[config.mk]
export PLATFORM = sky130hd
export DESIGN_NAME = cdc_handshake_sender
export DESIGN_NICKNAME = d
export VERILOG_FILES = /design/src/rtl/cdc_hs_pkg.sv /design/src/rtl/cdc_sync_2ff.sv /design/src/rtl/cdc_handshake_sender.sv
export SDC_FILE = /design/constraint.sdc
export NUM_CORES = 1
export LEC_CHECK = 0
export ABC_CLOCK_PERIOD_IN_PS = 2330
export CELL_PAD_IN_SITES_DETAIL_PLACEMENT = 1
export CELL_PAD_IN_SITES_GLOBAL_PLACEMENT = 1
export CORE_UTILIZATION = 30
export DETAILED_ROUTE_END_ITERATION = 12
export PLACE_DENSITY = 0.85
export SYNTH_ARGS = -nofsm -noshare
export SYNTH_HDL_FRONTEND = slang
export SYNTH_HIERARCHICAL = 1
export SYNTH_SLANG_ARGS = --single-unit
[constraint.sdc]
create_clock -name clk_in -period 2.33 [get_ports clk_in]
set_input_delay 0.3495 -clock clk_in [delete_from_list [all_inputs] [get_ports clk_in]]
set_output_delay 0.3495 -clock clk_in [all_outputs]
set_load 0.01 [all_outputs]
[src/rtl/cdc_hs_pkg.sv]
// Shared types and helpers for the source-side req/ack bus crossing.
// Holds the handshake state encoding and the timer-width calculation.
// No logic of its own; imported by cdc_handshake_sender.
package cdc_hs_pkg;

   // Four-phase handshake: IDLE -> REQ (req high) -> REL (req low, wait ack low) -> IDLE.
   typedef enum logic [1:0] {
      IDLE = 2'd0,
      REQ  = 2'd1,
      REL  = 2'd2
   } hs_state_t;

   // Width needed to count up to timeout_cycles. A disabled timeout (0) still
   // gets a 1-bit timer so the port and compare logic stay well-formed.
   function automatic int timer_width(input int timeout_cycles);
      if (timeout_cycles < 1) begin
         return 1;
      end
      return $clog2(timeout_cycles + 1);
   endfunction

endpackage

[src/rtl/cdc_sync_2ff.sv]
// Two-flop level synchronizer for a single asynchronous control bit.
// Latency: 2 clk_in edges from d_async to q_sync.
// Backpressure: none; samples every cycle.
// Ports: clk_in (clock), resetn_in (sync active-low reset), d_async (async level), q_sync (synchronized level).
module cdc_sync_2ff (
   input  logic clk_in,
   input  logic resetn_in,
   input  logic d_async,
   output logic q_sync
);

   logic meta_q;

   always_ff @(posedge clk_in) begin
      if (!resetn_in) begin
         meta_q <= 1'b0;
         q_sync <= 1'b0;
      end else begin
         meta_q <= d_async;
         q_sync <= meta_q;
      end
   end

endmodule

[src/rtl/cdc_handshake_sender.sv]
// Source half of a 4-phase req/ack crossing: accepts a word on valid/ready, holds it, raises req, waits for ack rise then fall.
// Latency: req_out rises the cycle after accept; at least 6 cycles per word with an instantly-responding destination.
// Backpressure: evt_ready_out is low outside IDLE and while a stale ack is still seen high; a stuck ack edge is abandoned after TIMEOUT_CYCLES.
// Ports: clk_in/resetn_in (clock, sync active-low reset); evt_valid_in/evt_data_in/evt_ready_out (source word handshake);
//   req_out/data_out/ack_async_in (crossing); busy_out, timeout_out (sticky), drop_count_out (not-ready valid cycles).
// Optional feature macro: CDC_SENDER_DROP_COUNT_EN (drop counter; tied to 0 when undefined).
module cdc_handshake_sender
   import cdc_hs_pkg::*;
#(
   parameter int DATA_WIDTH     = 32,
   parameter int TIMEOUT_CYCLES = 1024,
   parameter int CNT_WIDTH      = 16
) (
   input  logic                  clk_in,
   input  logic                  resetn_in,
   input  logic                  evt_valid_in,
   input  logic [DATA_WIDTH-1:0] evt_data_in,
   output logic                  evt_ready_out,
   output logic                  req_out,
   output logic [DATA_WIDTH-1:0] data_out,
   input  logic                  ack_async_in,
   output logic                  busy_out,
   output logic                  timeout_out,
   output logic [CNT_WIDTH-1:0]  drop_count_out
);

   localparam int            TW       = timer_width(TIMEOUT_CYCLES);
   // The timer holds k-1 during the k-th cycle spent in a state, so matching
   // TIMEOUT_CYCLES-1 makes the exit edge land exactly TIMEOUT_CYCLES after entry.
   localparam logic [TW-1:0] TMR_LAST = TW'(TIMEOUT_CYCLES - 1);
   localparam logic [TW-1:0] TMR_MAX  = '1;

   hs_state_t     state_q;
   hs_state_t     state_d;
   logic          req_d;
   logic          timeout_set;
   logic          ack_s;
   logic          accept;
   logic          tmo_hit;
   logic [TW-1:0] timer_q;

   cdc_sync_2ff u_ack_sync (
      .clk_in    (clk_in),
      .resetn_in (resetn_in),
      .d_async   (ack_async_in),
      .q_sync    (ack_s)
   );

   // A stale ack seen in IDLE blocks acceptance until it has been synchronized low.
   assign evt_ready_out = (state_q == IDLE) && !ack_s;
   assign accept        = evt_valid_in && evt_ready_out;
   assign busy_out      = (state_q != IDLE);
   assign tmo_hit       = (TIMEOUT_CYCLES != 0) && (timer_q == TMR_LAST);

   always_comb begin
      state_d     = state_q;
      req_d       = req_out;
      timeout_set = 1'b0;
      unique case (state_q)
         IDLE: begin
            if (accept) begin
               state_d = REQ;
               req_d   = 1'b1;
            end
         end
         REQ: begin
            if (ack_s) begin
               state_d = REL;
               req_d   = 1'b0;
            end else if (tmo_hit) begin
               // Abandon the word; still pass through REL so a late ack is drained.
               state_d     = REL;
               req_d       = 1'b0;
               timeout_set = 1'b1;
            end
         end
         REL: begin
            if (!ack_s) begin
               state_d = IDLE;
            end else if (tmo_hit) begin
               state_d     = IDLE;
               timeout_set = 1'b1;
            end
         end
         default: begin
            state_d = IDLE;
            req_d   = 1'b0;
         end
      endcase
   end

   always_ff @(posedge clk_in) begin
      if (!resetn_in) begin
         state_q     <= IDLE;
         req_out     <= 1'b0;
         data_out    <= '0;
         timer_q     <= '0;
         timeout_out <= 1'b0;
      end else begin
         state_q <= state_d;
         req_out <= req_d;
         if (accept) begin
            data_out <= evt_data_in;
         end
         if (timeout_set) begin
            timeout_out <= 1'b1;
         end
         // Restart on every state change; saturate instead of wrapping.
         if (state_d != state_q) begin
            timer_q <= '0;
         end else if ((state_q != IDLE) && (timer_q != TMR_MAX)) begin
            timer_q <= timer_q + 1'b1;
         end
      end
   end

`ifdef CDC_SENDER_DROP_COUNT_EN
   logic [CNT_WIDTH-1:0] drop_q;

   always_ff @(posedge clk_in) begin
      if (!resetn_in) begin
         drop_q <= '0;
      end else if (evt_valid_in && !evt_ready_out && (drop_q != '1)) begin
         drop_q <= drop_q + 1'b1;
      end
   end

   assign drop_count_out = drop_q;
`else
   assign drop_count_out = '0;
`endif

endmodule

==> impl_metrics.env <==
export IMPL_placed_area_mm2=0.00290
export IMPL_critPathKind="flop to output port"
export IMPL_fillerInstances=824
export IMPL_place_congestion=0.817
export IMPL_wl_met3_um=277
export IMPL_synth_edff_count=0
export IMPL_wl_met1_mm=2.38
export IMPL_tightest_slew_ns=0.502
export IMPL_grt_start_max_net_pins=33
export IMPL_cts_max_path_buffers=2
export IMPL_synthMuxAreaShare_pct=0.469
export IMPL_critPathMaxStageDelay_ns=0.54
export IMPL_final_hold_viol_count=0
export IMPL_syn_to_final_growth_pct=40.5
export IMPL_p_per_area_mw_per_mm2=593
export IMPL_die_h_um=86.4
export IMPL_top_layer="met4"
export IMPL_syn_inst=255
export IMPL_final_cells=424
export IMPL_numPortBuffers=71
export IMPL_cp_data_required_time_ns=1.98
export IMPL_ys_async_sr_fraction_pct=0
export IMPL_reg2reg_slack_ns=0.36
export IMPL_drc=0
export IMPL_antenna_found_initial=0
export IMPL_cts_max_level=2
export IMPL_cap_violations=0
export IMPL_finalCriticalPeriod_ns=2.15
export IMPL_synthAdderAreaFrac_pct=2.93
export IMPL_outcome="finished clean"
export IMPL_rows=30
export IMPL_setup_viol=0
export IMPL_intPower_w=0.00128
export IMPL_ys_flop_type="dfxtp_1"
export IMPL_vias_per_cell=4.59
export IMPL_synth_distinct_cells=42
export IMPL_netlist_area_mm2=0.00214
export IMPL_ys_seq_elements=49
export IMPL_root_buffer="clkbuf_8"
export IMPL_p_sw_w=0.000498
export IMPL_numCtsBuffers=5
export IMPL_fmax_mhz=465
export IMPL_path_cells="inv_1, ha_4, inv_1, nor2_1, clkdlybuf4s50_1"
export IMPL_min_path_type="flop to flop"
export IMPL_initial_core_util_pct=31.3
export IMPL_slew_headroom_pct=66.5
export IMPL_overflow=0
export IMPL_whs_ns=0.434
export IMPL_cpMostUsedCell="inv_1"
export IMPL_final_nets=368
export IMPL_drtIter0Drc=48
export IMPL_rsz0062_at_grt="false"
export IMPL_grtUsageTotal_pct=16.2
export IMPL_cts_clk_slew_worst_paths_ns=0.09
export IMPL_top_level_ports=88
export IMPL_met2_length_mm=2.91
export IMPL_detail_route_first_pass_iterations=4
export IMPL_worstSetupEndpointType="output port"
export IMPL_power_leakage_nw=1.12
export IMPL_die_area_mm2=0.00746
export IMPL_die_w_um=86.4
export IMPL_yosysTopAreaCell="dfxtp_1"
export IMPL_postCtsSetupRepairBufs=0
export IMPL_post_route_period_util_pct=92.3
export IMPL_synth_compound_area_share_pct=14.6
export IMPL_drt_wirelength_per_cell_um=13.4
export IMPL_synth_simple_area_share_pct=23.6
export IMPL_worstPathArrival_ns=1.80
export IMPL_ant_nets=0
export IMPL_synth_top_family_by_area="simple AND/OR/NAND/NOR gates"
export IMPL_hpwlAfterDp_mm=4.20
export IMPL_antenna_cells=0
export IMPL_layout_drive_gt1_share_pct=7.32
export IMPL_syn_mean_instance_area_um2=8.38
export IMPL_holdBufCountCts=0
export IMPL_dpl_cell_count=416
export IMPL_setup_tns_ns=0
export IMPL_maxSlewViolCount=0
export IMPL_grt_pass1_vias=2044
export IMPL_cpMaxStageDelayCell="clkdlybuf4s50_1"
export IMPL_peakVddDrop_v=0.000279
export IMPL_core_mm2=0.00683
export IMPL_insertion_delay_ns=0.30
export IMPL_stdcell_area_mm2=0.00300
export IMPL_vias=1946
export IMPL_critPathLaunchType="flop"
export IMPL_synthXorXnorAreaFrac_pct=3.28
export IMPL_p_sw_share_pct=28.0
export IMPL_ys_warn_count=6
export IMPL_crit_fanout=8
export IMPL_p_comb_share_pct=20.5
export IMPL_synth_area_leaders="dfxtp_1, nand2_1, a21oi_1"
export IMPL_power_frac_seq_pct=51.2
export IMPL_synth_seq_area_share_pct=45.9
export IMPL_grt_pass1_wl_mm=9.47
export IMPL_cts_num_sinks=49
export IMPL_power_frac_clock_pct=28.3
export IMPL_skew_ns=0.00480
export IMPL_synth_top_area_share_pct=45.9
export IMPL_cts_tree="done"
export IMPL_routed_wl_mm=5.70
export IMPL_fin_util_pct=43.9
[worst max-delay path, delay by kind of cell, from the launching register on]
family                   cells  cell delay (ns)
AND/OR/NAND/NOR              1             0.13
flip-flops                   1             0.37
adder cells (fa/ha/maj)      1             0.19
buffers and inverters        3             0.80
[metrics by stage]
stage	setup slack (ns)	power [W]
2_1_floorplan	0.598	0.00112
3_3_place_gp	0.371	0.00129
3_5_place_dp	0.305	0.00130
4_1_cts	0.0468	0.00181
5_1_grt	0.0732	0.00189
6_report	0.180	0.00178
[final timing paths]
path,startpoint,endpoint,cells past startpoint
hold / removal,u_ack_sync/meta_q,u_ack_sync/q_sync,1
setup / recovery,state_q[0],evt_ready_out,5
setup reg to reg,timer_q[0],timer_q[8],7
hold reg to reg,u_ack_sync/meta_q,u_ack_sync/q_sync,1
[power groups by stage]
| stage | registers [W] | clock network (W) | logic [W] |
|---|---|---|---|
| after global routing | 0.000920 | 0.000565 | 0.000404 |
| after detailed placement | 0.000932 | 0 | 0.000366 |
| after floorplan | 0.000947 | 0 | 0.000170 |
| final | 0.000912 | 0.000504 | 0.000364 |
| after global placement | 0.000929 | 0 | 0.000357 |
| after CTS | 0.000913 | 0.000527 | 0.000369 |
[layer usage]
metal,vias up,global-route usage [%]
li1,955,-
met1,922,18.0
met2,61,30.0
met3,8,3.62
met4,0,6.52
met5,-,0
[area by class of cell]
cell class              count  area [um^2]  share of cell area (%)
flip-flops and latches     49          982                    32.7
clock inverters             2         15.0                   0.500
repair buffers             77          756                    25.2
multi-input cells         188         1030                    34.4
clock buffers               6         72.6                    2.42
well taps                  96          120                    4.00
inverters                   6         22.5                   0.750
[sequential cells by signal, summed over array words and instances, names as in the netlist]
signal,count
timer_q,11
data_out,32
state_q,2
u_ack_sync/meta_q,1
u_ack_sync/q_sync,1
timeout_out,1
req_out,1
[Yosys cell counts, types with 2 or more instances]
library cell	n
o21ai_0	2
and4_1	2
a211oi_1	2
nand2_1	69
buf_4	16
clkbuf_1	9
nand3b_1	2
and2_1	4
a21oi_1	33
inv_1	5
xor2_1	7
nand3_1	2
dfxtp_1	49
ha_1	5
nand4_1	4
and3_1	2
nor2_1	15
nand2b_1	3
[placed cells by master, fill, tap and decap left out, types with 5 or more instances in the layout]
cell type        count
clkdlybuf4s50_1     71
nand2_1             69
dfxtp_1             48
a21oi_1             33
conb_1              16
nor2_1              14
xor2_1               7
buf_4                6
inv_1                5
clkbuf_8             5
[logic make-up after synthesis]
| family | Yosys count |
|---|---|
| muxes | 1 |
| other | 1 |
| buffers and inverters | 33 |
| adders and majority gates | 5 |
| DFF | 49 |
| and+or+nand+nor | 109 |
| xor gates and xnor gates | 8 |
| AOI/OAI and AO/OA | 49 |
[timing repair]
item | 4_1_cts | 5_1_grt
pin swaps | 0 | 0
resized for setup | 1 | 2
setup endpoints to repair | 2 | 2
Note: power is estimated with default switching activity, not from simulation.
